--- src/rtl/ecc_pkg.sv ---
// rtl/ecc_pkg.sv - shared types and layout helpers for the SEC-DED decoder
// Holds the error classification enum and constant functions that define
// the extended-Hamming codeword layout (check-bit count, data-bit placement).
package ecc_pkg;

    typedef enum logic [1:0] {
        CLEAN,
        SINGLE,
        DOUBLE,
        FATAL_OOR
    } err_kind_t;

    // Smallest r such that 2^r covers data, check bits and the parity bit.
    function automatic int calc_r(input int data_w);
        int r;
        r = 1;
        while ((1 << r) < (data_w + r + 1)) begin
            r = r + 1;
        end
        return r;
    endfunction

    function automatic bit is_pow2(input int x);
        return (x > 0) && ((x & (x - 1)) == 0);
    endfunction

    // Codeword index of data bit i: data fills non-power-of-two indices
    // in ascending order starting at 3 (index 0 is overall parity).
    function automatic int data_idx(input int i);
        int idx;
        int cnt;
        idx = 0;
        cnt = -1;
        while (cnt < i) begin
            idx = idx + 1;
            if (!is_pow2(idx)) begin
                cnt = cnt + 1;
            end
        end
        return idx;
    endfunction

endpackage

--- src/rtl/ecc_secded_syndrome.sv ---
// rtl/ecc_secded_syndrome.sv - combinational syndrome and overall parity
// Ports: code (N-bit codeword) in; syndrome (R-bit XOR of the indices of
// set bits 1..N-1) and parity (XOR of all N bits) out.
module ecc_secded_syndrome #(
    parameter int N = 137,
    parameter int R = 8
) (
    input  logic [N-1:0] code,
    output logic [R-1:0] syndrome,
    output logic         parity
);

    always_comb begin
        syndrome = '0;
        for (int i = 1; i < N; i++) begin
            if (code[i]) begin
                syndrome = syndrome ^ R'(i);
            end
        end
        parity = ^code;
    end

endmodule

--- src/rtl/ecc_secded_dec_pipe.sv ---
// rtl/ecc_secded_dec_pipe.sv - two-stage SEC-DED decoder with backpressure
// Stage 1 captures code, syndrome, parity and corr_en; stage 2 captures the
// decoded payload and error report. Ports: i_valid/o_ready/i_code/i_corr_en
// input handshake; o_valid/i_ready output handshake with o_data, error flags,
// o_syndrome, o_err_pos; i_cnt_clr and saturating o_cnt_corr/o_cnt_fatal.
module ecc_secded_dec_pipe
    import ecc_pkg::*;
#(
    parameter int  DATA_W = 128,
    parameter int  CNT_W  = 16,
    localparam int R      = calc_r(DATA_W),
    localparam int N      = DATA_W + R + 1
) (
    input  logic              clk,
    input  logic              reset,
    input  logic              i_valid,
    output logic              o_ready,
    input  logic [N-1:0]      i_code,
    input  logic              i_corr_en,
    output logic              o_valid,
    input  logic              i_ready,
    output logic [DATA_W-1:0] o_data,
    output logic              o_err_corr,
    output logic              o_err_detec,
    output logic              o_err_fatal,
    output logic [R-1:0]      o_syndrome,
    output logic [R-1:0]      o_err_pos,
    input  logic              i_cnt_clr,
    output logic [CNT_W-1:0]  o_cnt_corr,
    output logic [CNT_W-1:0]  o_cnt_fatal
);

    logic [R-1:0] in_syn;
    logic         in_par;

    ecc_secded_syndrome #(.N(N), .R(R)) u_syndrome (
        .code     (i_code),
        .syndrome (in_syn),
        .parity   (in_par)
    );

    // Stage 1 state
    logic              s1_valid_q, s1_valid_d;
    logic [N-1:0]      s1_code_q, s1_code_d;
    logic [R-1:0]      s1_syn_q, s1_syn_d;
    logic              s1_par_q, s1_par_d;
    logic              s1_corr_en_q, s1_corr_en_d;

    // Stage 2 state
    logic              s2_valid_q, s2_valid_d;
    logic [DATA_W-1:0] s2_data_q, s2_data_d;
    logic              s2_corr_q, s2_corr_d;
    logic              s2_detec_q, s2_detec_d;
    logic              s2_fatal_q, s2_fatal_d;
    logic [R-1:0]      s2_syn_q, s2_syn_d;
    logic [R-1:0]      s2_pos_q, s2_pos_d;

    logic [CNT_W-1:0]  cnt_corr_q, cnt_corr_d;
    logic [CNT_W-1:0]  cnt_fatal_q, cnt_fatal_d;

    logic s1_adv, s2_adv, out_xfer;

    assign s2_adv   = !s2_valid_q || i_ready;
    assign s1_adv   = !s1_valid_q || s2_adv;
    assign o_ready  = s1_adv;
    assign out_xfer = s2_valid_q && i_ready;

    // Decode of the word held in stage 1
    err_kind_t         kind;
    logic              dec_corr, dec_detec, dec_fatal;
    logic [N-1:0]      code_fix;
    logic [DATA_W-1:0] dec_data;

    always_comb begin
        kind = CLEAN;
        if (s1_par_q) begin
            kind = (int'(s1_syn_q) < N) ? SINGLE : FATAL_OOR;
        end else if (s1_syn_q != '0) begin
            kind = DOUBLE;
        end
        dec_corr  = (kind == SINGLE) && s1_corr_en_q;
        dec_detec = (kind != CLEAN);
        dec_fatal = (kind == DOUBLE) || (kind == FATAL_OOR);
        code_fix  = s1_code_q;
        for (int i = 0; i < N; i++) begin
            if (dec_corr && (s1_syn_q == R'(i))) begin
                code_fix[i] = ~s1_code_q[i];
            end
        end
    end

    for (genvar g = 0; g < DATA_W; g++) begin : g_extract
        assign dec_data[g] = code_fix[data_idx(g)];
    end

    // Check and parity bits are consumed only by the syndrome logic.
    logic fix_unused;
    assign fix_unused = ^code_fix;

    always_comb begin
        s1_valid_d   = s1_valid_q;
        s1_code_d    = s1_code_q;
        s1_syn_d     = s1_syn_q;
        s1_par_d     = s1_par_q;
        s1_corr_en_d = s1_corr_en_q;
        if (s1_adv) begin
            s1_valid_d = i_valid;
            if (i_valid) begin
                s1_code_d    = i_code;
                s1_syn_d     = in_syn;
                s1_par_d     = in_par;
                s1_corr_en_d = i_corr_en;
            end
        end

        s2_valid_d = s2_valid_q;
        s2_data_d  = s2_data_q;
        s2_corr_d  = s2_corr_q;
        s2_detec_d = s2_detec_q;
        s2_fatal_d = s2_fatal_q;
        s2_syn_d   = s2_syn_q;
        s2_pos_d   = s2_pos_q;
        if (s2_adv) begin
            s2_valid_d = s1_valid_q;
            if (s1_valid_q) begin
                s2_data_d  = dec_data;
                s2_corr_d  = dec_corr;
                s2_detec_d = dec_detec;
                s2_fatal_d = dec_fatal;
                s2_syn_d   = s1_syn_q;
                s2_pos_d   = dec_corr ? s1_syn_q : '0;
            end
        end

        // Clear wins over a same-cycle increment.
        cnt_corr_d  = cnt_corr_q;
        cnt_fatal_d = cnt_fatal_q;
        if (i_cnt_clr) begin
            cnt_corr_d  = '0;
            cnt_fatal_d = '0;
        end else if (out_xfer) begin
            if (s2_corr_q && (cnt_corr_q != '1)) begin
                cnt_corr_d = cnt_corr_q + CNT_W'(1);
            end
            if (s2_fatal_q && (cnt_fatal_q != '1)) begin
                cnt_fatal_d = cnt_fatal_q + CNT_W'(1);
            end
        end
    end

    always_ff @(posedge clk) begin
        if (reset) begin
            s1_valid_q   <= 1'b0;
            s1_code_q    <= '0;
            s1_syn_q     <= '0;
            s1_par_q     <= 1'b0;
            s1_corr_en_q <= 1'b0;
            s2_valid_q   <= 1'b0;
            s2_data_q    <= '0;
            s2_corr_q    <= 1'b0;
            s2_detec_q   <= 1'b0;
            s2_fatal_q   <= 1'b0;
            s2_syn_q     <= '0;
            s2_pos_q     <= '0;
            cnt_corr_q   <= '0;
            cnt_fatal_q  <= '0;
        end else begin
            s1_valid_q   <= s1_valid_d;
            s1_code_q    <= s1_code_d;
            s1_syn_q     <= s1_syn_d;
            s1_par_q     <= s1_par_d;
            s1_corr_en_q <= s1_corr_en_d;
            s2_valid_q   <= s2_valid_d;
            s2_data_q    <= s2_data_d;
            s2_corr_q    <= s2_corr_d;
            s2_detec_q   <= s2_detec_d;
            s2_fatal_q   <= s2_fatal_d;
            s2_syn_q     <= s2_syn_d;
            s2_pos_q     <= s2_pos_d;
            cnt_corr_q   <= cnt_corr_d;
            cnt_fatal_q  <= cnt_fatal_d;
        end
    end

    assign o_valid     = s2_valid_q;
    assign o_data      = s2_data_q;
    assign o_err_corr  = s2_valid_q & s2_corr_q;
    assign o_err_detec = s2_valid_q & s2_detec_q;
    assign o_err_fatal = s2_valid_q & s2_fatal_q;
    assign o_syndrome  = s2_syn_q;
    assign o_err_pos   = s2_pos_q;
    assign o_cnt_corr  = cnt_corr_q;
    assign o_cnt_fatal = cnt_fatal_q;

endmodule
--- config.mk ---
export PLATFORM = sky130hd
export DESIGN_NAME = ecc_secded_dec_pipe
export DESIGN_NICKNAME = d
export VERILOG_FILES = /design/src/rtl/ecc_pkg.sv /design/src/rtl/ecc_secded_syndrome.sv /design/src/rtl/ecc_secded_dec_pipe.sv
export SDC_FILE = /design/constraint.sdc
export NUM_CORES = 1
export LEC_CHECK = 0
export BUFFER_PORTS_ARGS = -buffer_cell sky130_fd_sc_hd__buf_2
export CAP_MARGIN = 30
export CORE_ASPECT_RATIO = 0.8
export CORE_MARGIN = 2
export CORE_UTILIZATION = 45
export CTS_CLUSTER_SIZE = 10
export DETAILED_ROUTE_END_ITERATION = 12
export GPL_TIMING_DRIVEN = 0
export PLACE_DENSITY_LB_ADDON = 0.15
export SLEW_MARGIN = 20
export SYNTH_ARGS = -nofsm -noshare
export SYNTH_HDL_FRONTEND = slang
export SYNTH_SLANG_ARGS = --single-unit
--- constraint.sdc ---
create_clock -name clk -period 2.9 [get_ports clk]
set_input_delay 0.145 -clock clk [delete_from_list [all_inputs] [get_ports clk]]
set_output_delay 0.145 -clock clk [all_outputs]
set_load 0.01 [all_outputs]
== After elaboration in Yosys (flattened, before gate mapping) ==
Index checks and enable logic that the tools add are counted.

* Output and inout bits: 181
* Bits in registers: 328
* Logic and storage cells: 829

* Add/sub/neg operators: 2
* Mux-type cells: 268
* Equality and inequality tests: 133
* Bitwise operators: 266
* Order comparisons: 1
* Reductions and logical operators: 145

{| class="wikitable"
|+ Operator list
! kind !! count
|-
| $eq A8 B7 Y1 const B || 63
|-
| $mux W7 || 64
|-
| $eq A8 B6 Y1 const B || 31
|-
| $mux W6 || 32
|-
| $not A4 Y4 || 36
|-
| $reduce_xor A137 Y1 || 1
|-
| $logic_and A1 B1 Y1 || 132
|-
| $mux W1 || 129
|-
| $not A1 Y1 || 128
|-
| $eq A8 B5 Y1 const B || 15
|-
| $not A3 Y3 || 38
|-
| $not A5 Y5 || 21
|-
| $mux W5 || 16
|-
| $mux W8 || 10
|-
| $eq A8 B8 Y1 const B || 8
|-
| $eq A8 B4 Y1 const B || 7
|-
| $not A2 Y2 || 25
|-
| $not A6 Y6 || 7
|-
| $add A16 B1 Y16 const B || 2
|-
| $mux W4 || 8
|-
| $ne A16 B16 Y1 const B || 2
|-
| $eq A8 B3 Y1 const B || 3
|-
| $mux W3 || 4
|-
| $mux W2 || 5
|-
| other kinds (13) || 28
|}

== Longest topological paths before layout ==
* Depth in word-level cells: 264
* Mapped depth: 9

== Modules after synthesis ==
From an unflattened synthesis, not the netlist that was laid out.

* Cells, all modules: 1926
* Area total of the unflattened synthesis: 16299.4 sq um

{| class="wikitable"
|+ Modules (own cells, without submodules)
! module !! instances !! cells each !! area each (sq um)
|-
| ecc_secded_dec_pipe || 1 || 1667 || 13895.8
|-
| ecc_secded_syndrome || 1 || 259 || 2403.6
|}

== Least setup slack after synthesis ==
No wires, ideal clock.

* Kind: flip-flop to flip-flop
* From: register s1_syn_q[6]
* To: register s2_data_q[64] (netlist: o_data[64])
* Arrival: 1.967 ns
* Required time: 2.814 ns
* Path slack: 0.848 ns
* Cell stages (with the launch flop): 8
* Cells stage by stage: dfxtp_1 -> clkbuf_1 -> nand2_1 -> nor4_1 -> clkbuf_1 -> nand3_1 -> xor2_1 -> a211oi_1

* Longest elaborated chain between the ends: 7
* Elaborated cells between the ends (all ways): 10

{| class="wikitable"
|+ Ends and longest elaborated chain
! item !! line !! source
|-
| from (decl) || ecc_secded_dec_pipe.sv:45 || <nowiki>logic [R-1:0] s1_syn_q, s1_syn_d;</nowiki>
|-
| from (signal assigned) || ecc_secded_dec_pipe.sv:170 || <nowiki>s1_syn_q <= s1_syn_d;</nowiki>
|-
| $lt A8 B8 Y1 / $reduce_bool A8 Y1 (equally long branches) || ecc_secded_dec_pipe.sv:77, ecc_secded_dec_pipe.sv:78 ||
|-
| $mux W2 (on tied branches) || ecc_secded_dec_pipe.sv:77, ecc_secded_dec_pipe.sv:78 ||
|-
| $mux W2 || ecc_secded_dec_pipe.sv:76 || <nowiki>if (s1_par_q) begin</nowiki>
|-
| $eq A2 B1 Y1 || ecc_secded_dec_pipe.sv:81 || <nowiki>dec_corr = (kind == SINGLE) && s1_corr_en_q;</nowiki>
|-
| $logic_and A1 B1 Y1 || ecc_secded_dec_pipe.sv:81 ||
|-
| $logic_and A1 B1 Y1 (*) || ecc_secded_dec_pipe.sv:86 || <nowiki>if (dec_corr && (s1_syn_q == R'(i))) begin</nowiki>
|-
| $mux W1 (*) || ecc_secded_dec_pipe.sv:86 ||
|-
| to (signal assigned) || ecc_secded_dec_pipe.sv:174 || <nowiki>s2_data_q <= s2_data_d;</nowiki>
|-
| to (decl) || ecc_secded_dec_pipe.sv:51 || <nowiki>logic [DATA_W-1:0] s2_data_q, s2_data_d;</nowiki>
|}

Mark *: on every way between the ends. The rest lies on a longest branch, timed or not.
A chain may end at the register's enable or synchronous reset.

== Worst setup path in the final report ==
* From: register s1_syn_q[0]
* To: register s2_data_q[76] (netlist: o_data[76])

Same word-level chain as after synthesis.

==> impl_metrics.toml <==
[run_status]
status = "finished clean"

[setup_path]
cp_max_fo = 9
worstSetupStartpoint = "s1_syn_q[0]"
crit_end = "o_data[76]"
crit_arrival_ps = 3320
r2r-end = "o_data[76]"
rrSetupSlack_ps = 30
cp.required_ps = 3350
crit-reg2reg-launch = "s1_syn_q[0]"
path_cells = "nor2_1 -> o2111ai_1 -> nor2_1 -> nand2_1 -> xor2_1 -> a211oi_1"
cp_slowest_cell = "nor2_1"
end_kind = "flop"
path_class = "reg2reg"
r2r_cells = 6
start_kind = "flop"
cpPeakStageDelay_ps = 770
timing.critical_path.mode_cell = "nor2_1"

[die]
fp-row-count = 60
die_x_um = 211
fp.dieArea_mm2 = 0.0358
io_pins = 324
start_util_pct = 45.8
core-area_mm2 = 0.0337
die_h_um = 170

[synthesis]
ys_warn_count = 0
synthesis.area_mm2 = 0.0154
synth_ff_type = "dfxtp_1"
synth.area.top_cells = "dfxtp_1 41%, xnor2_1 13%, nand2_1 9.1%, xor2_1 6.4%, nor2_1 5.2%"
synthCells = 1890
synth-compound-area-share_pct = 14.5
synth_top_area_share_pct = 41.4
synth_edf_count = 0
seq_area_frac_synth_pct = 41.4
synth.largest_area_cell = "dfxtp_1"
synthMuxAreaShare_pct = 0.130
synthSimpleGateAreaFrac_pct = 19.9
syn_avg_cell_area_um2 = 8.16
synth_xor_area_share_pct = 20.9
async_flop_share_pct = 0
synth_adder_area_share_pct = 0.162
syn-num-nets = 2035
synth_top_family_by_area = "XOR/XNOR gates"
synth_cell_types = 35
ys_seq_elements = 319

[timing]
worst_slew_pin_slew_ps = 1050
rsz0062_at_grt = "no"
period_share_pct = 98.9
slew_violations = 0
setup_viol = 0
tns_ps = 0
clock_skew_ps = 13.9
hold_ws_ps = 88.9
period_minus_slack_ps = 2870
maxSlewHeadroom_pct = 30.1
layout_setup_ws_ps = 32.8
final_hold_viol_count = 0
fmax_ghz = 0.349

[cells_and_area]
fin_nets = 2529
drive_above_1_share_pct = 15.6
nFillCells = 3121
design_area_mm2 = 0.0200
area_growth_pct = 29.6
fin_cells = 2826
antennaDiodeCount = 0

[run]
drv_cap = 0

[clock_tree]
cts_tree = "built"
cts_setup_buffers = 0
clockRootBuffer = "clkbuf_16"
h-tree-depth = 2
clk-insertion-delay-late_ps = 540
cts_buffer_depth = 3
clk_pin_slew_ps = 60
cts_made_buffers = 38
clkSinkCount = 319

[hold_path]
worstHoldPathType = "in2reg"
min_path_cells = 4

[route]
wl_per_cell_um = 20.7
wl_mm = 58.5
drtAntennaViolNets = 0
via_per_inst = 5.49
initialDrtViolationCount = 1361
vias = 15500
drc = 0
first_pass_iters = 5

[global_route]
grt_pass1_vias = 14500
grt.overflow.total = 0
grt_pass1_wl_mm = 86.6
track_usage_pct = 32.0
grt_max_degree = 11
antenna_found_initial = 0

[placed_design]
dp_hpwl_mm = 43.7
post-place-ws_ps = 112
dp.cells = 2647
gp_congestion = 0.950
io_buffers = 322
place_area_mm2 = 0.0176

[power]
max-vdd-ir-drop_mv = 0.396
power_leakage_nw = 7.60
powerDensity_mw_per_mm2 = 673
==> flip-flops by register name, summed over array words and instances, names as in the netlist <==
name and cells:
o_cnt_corr 16, o_cnt_fatal 16, o_data 128, o_err_pos 8, o_syndrome 8, o_valid 1, s1_code_q 128, s1_corr_en_q 1
s1_par_q 1, s1_syn_q 8, s1_valid_q 1, s2_corr_q 1, s2_detec_q 1, s2_fatal_q 1
==> kinds of logic after synthesis <==
kind of cell    count (synthesis)
buf+inv                       120
compound gates                358
mux                             2
flops                         319
simple gates                  731
fa+ha+maj                       2
xor+xnor                      358
==> synth_stat cells (2+ instances only) <==
master,n
a211oi_1,76
a21oi_1,148
a22oi_1,6
a311oi_1,62
and2_1,4
and3_1,6
buf_1,6
clkbuf_1,110
dfxtp_1,319
ha_1,2
inv_1,4
mux2i_1,2
nand2_1,374
nand2b_1,7
nand3_1,23
nand4_1,15
nor2_1,212
nor2b_1,11
nor3_1,7
nor4_1,2
o21ai_0,63
o31ai_1,2
or2_2,2
or3_1,64
xnor2_1,237
xnor2_2,2
xnor3_1,4
xor2_1,113
==> per-stage QoR <==
step	power, mW	utilization (%)
detailed placement	8.87	52.2
global route	13.9	59.3
floorplan	7.66	-
CTS	13.4	59.3
finish	13.4	59.3
global placement	8.82	52.1
==> layout make-up <==
cell class | instances | area (um2) | share of cell area, %
multi-input cells | 1451 | 8590 | 43.0
flip-flops and latches | 319 | 6390 | 32.0
repair buffers | 454 | 2930 | 14.6
clock buffers | 47 | 1060 | 5.30
well taps | 434 | 543 | 2.72
plain buffers | 116 | 439 | 2.20
clock inverters | 1 | 30.0 | 0.150
inverters | 4 | 15.0 | 0.0751
==> cell usage in the layout, fill, tap and decap left out, drive strengths merged <==
cell type / netlist / final
nand3: 23 / 23
or2: 3 / 3
xnor2: 239 / 239
xor3: 1 / 1
nand2: 374 / 374
a311oi: 62 / 62
nor2: 212 / 212
a211oi: 76 / 76
and4: 1 / 1
ha: 2 / 2
or4: 1 / 1
nor4: 2 / 2
buf: 6 / 329
and2: 4 / 4
o2111ai: 1 / 1
dlygate4sd3: 0 / 131
bufinv: 0 / 1
nor2b: 11 / 11
nand3b: 1 / 1
a22oi: 6 / 6
nand4: 15 / 15
nor3: 7 / 7
a21oi: 148 / 148
and3: 6 / 6
dfxtp: 319 / 319
clkbuf: 110 / 157
xor2: 114 / 114
o31ai: 2 / 2
mux2i: 2 / 2
inv: 4 / 4
o21ai: 63 / 63
nand2b: 7 / 7
or3: 64 / 64
xnor3: 4 / 4
==> layer usage <==
metal  up-vias  global-route usage, %  wire length (um)
met5         -                      0                 0
met4         0                   10.5              1870
met3       120                   6.88              5390
met2       683                   49.8             25600
met1      7387                   44.2             25700
li1       7325                      -                 -
==> worst min-delay path by stage <==
stage                   start             to  slack [ps]
finish              i_cnt_clr  o_cnt_corr[7]          90
CTS                 i_cnt_clr  o_cnt_corr[6]          80
floorplan             i_valid     s1_valid_q         260
global route        i_cnt_clr  o_cnt_corr[6]         100
detailed placement    i_valid     s1_valid_q         420
global placement      i_valid     s1_valid_q         400
==> where the power goes <==
group | total (mW) | switching, mW | internal [mW] | leakage [nW]
sequential | 4.88 | 0.207 | 4.67 | 2.62
clock | 4.43 | 1.82 | 2.61 | 0.532
combinational | 4.14 | 2.34 | 1.79 | 4.45
==> critical path, delay by kind of cell, from the launching register on <==
family	cells	cell delay, ps
AND/OR/NAND/NOR	3	1590
AO/OA/AOI/OAI	2	650
flip-flops	1	340
XOR/XNOR	1	200
==> what timing repair did <==
action	in CTS	in global routing
setup endpoints to repair	0	35
gates resized for setup	0	7
hold buffers	131	0
hold endpoints to repair	131	0
(Power assumes the default switching activity.)
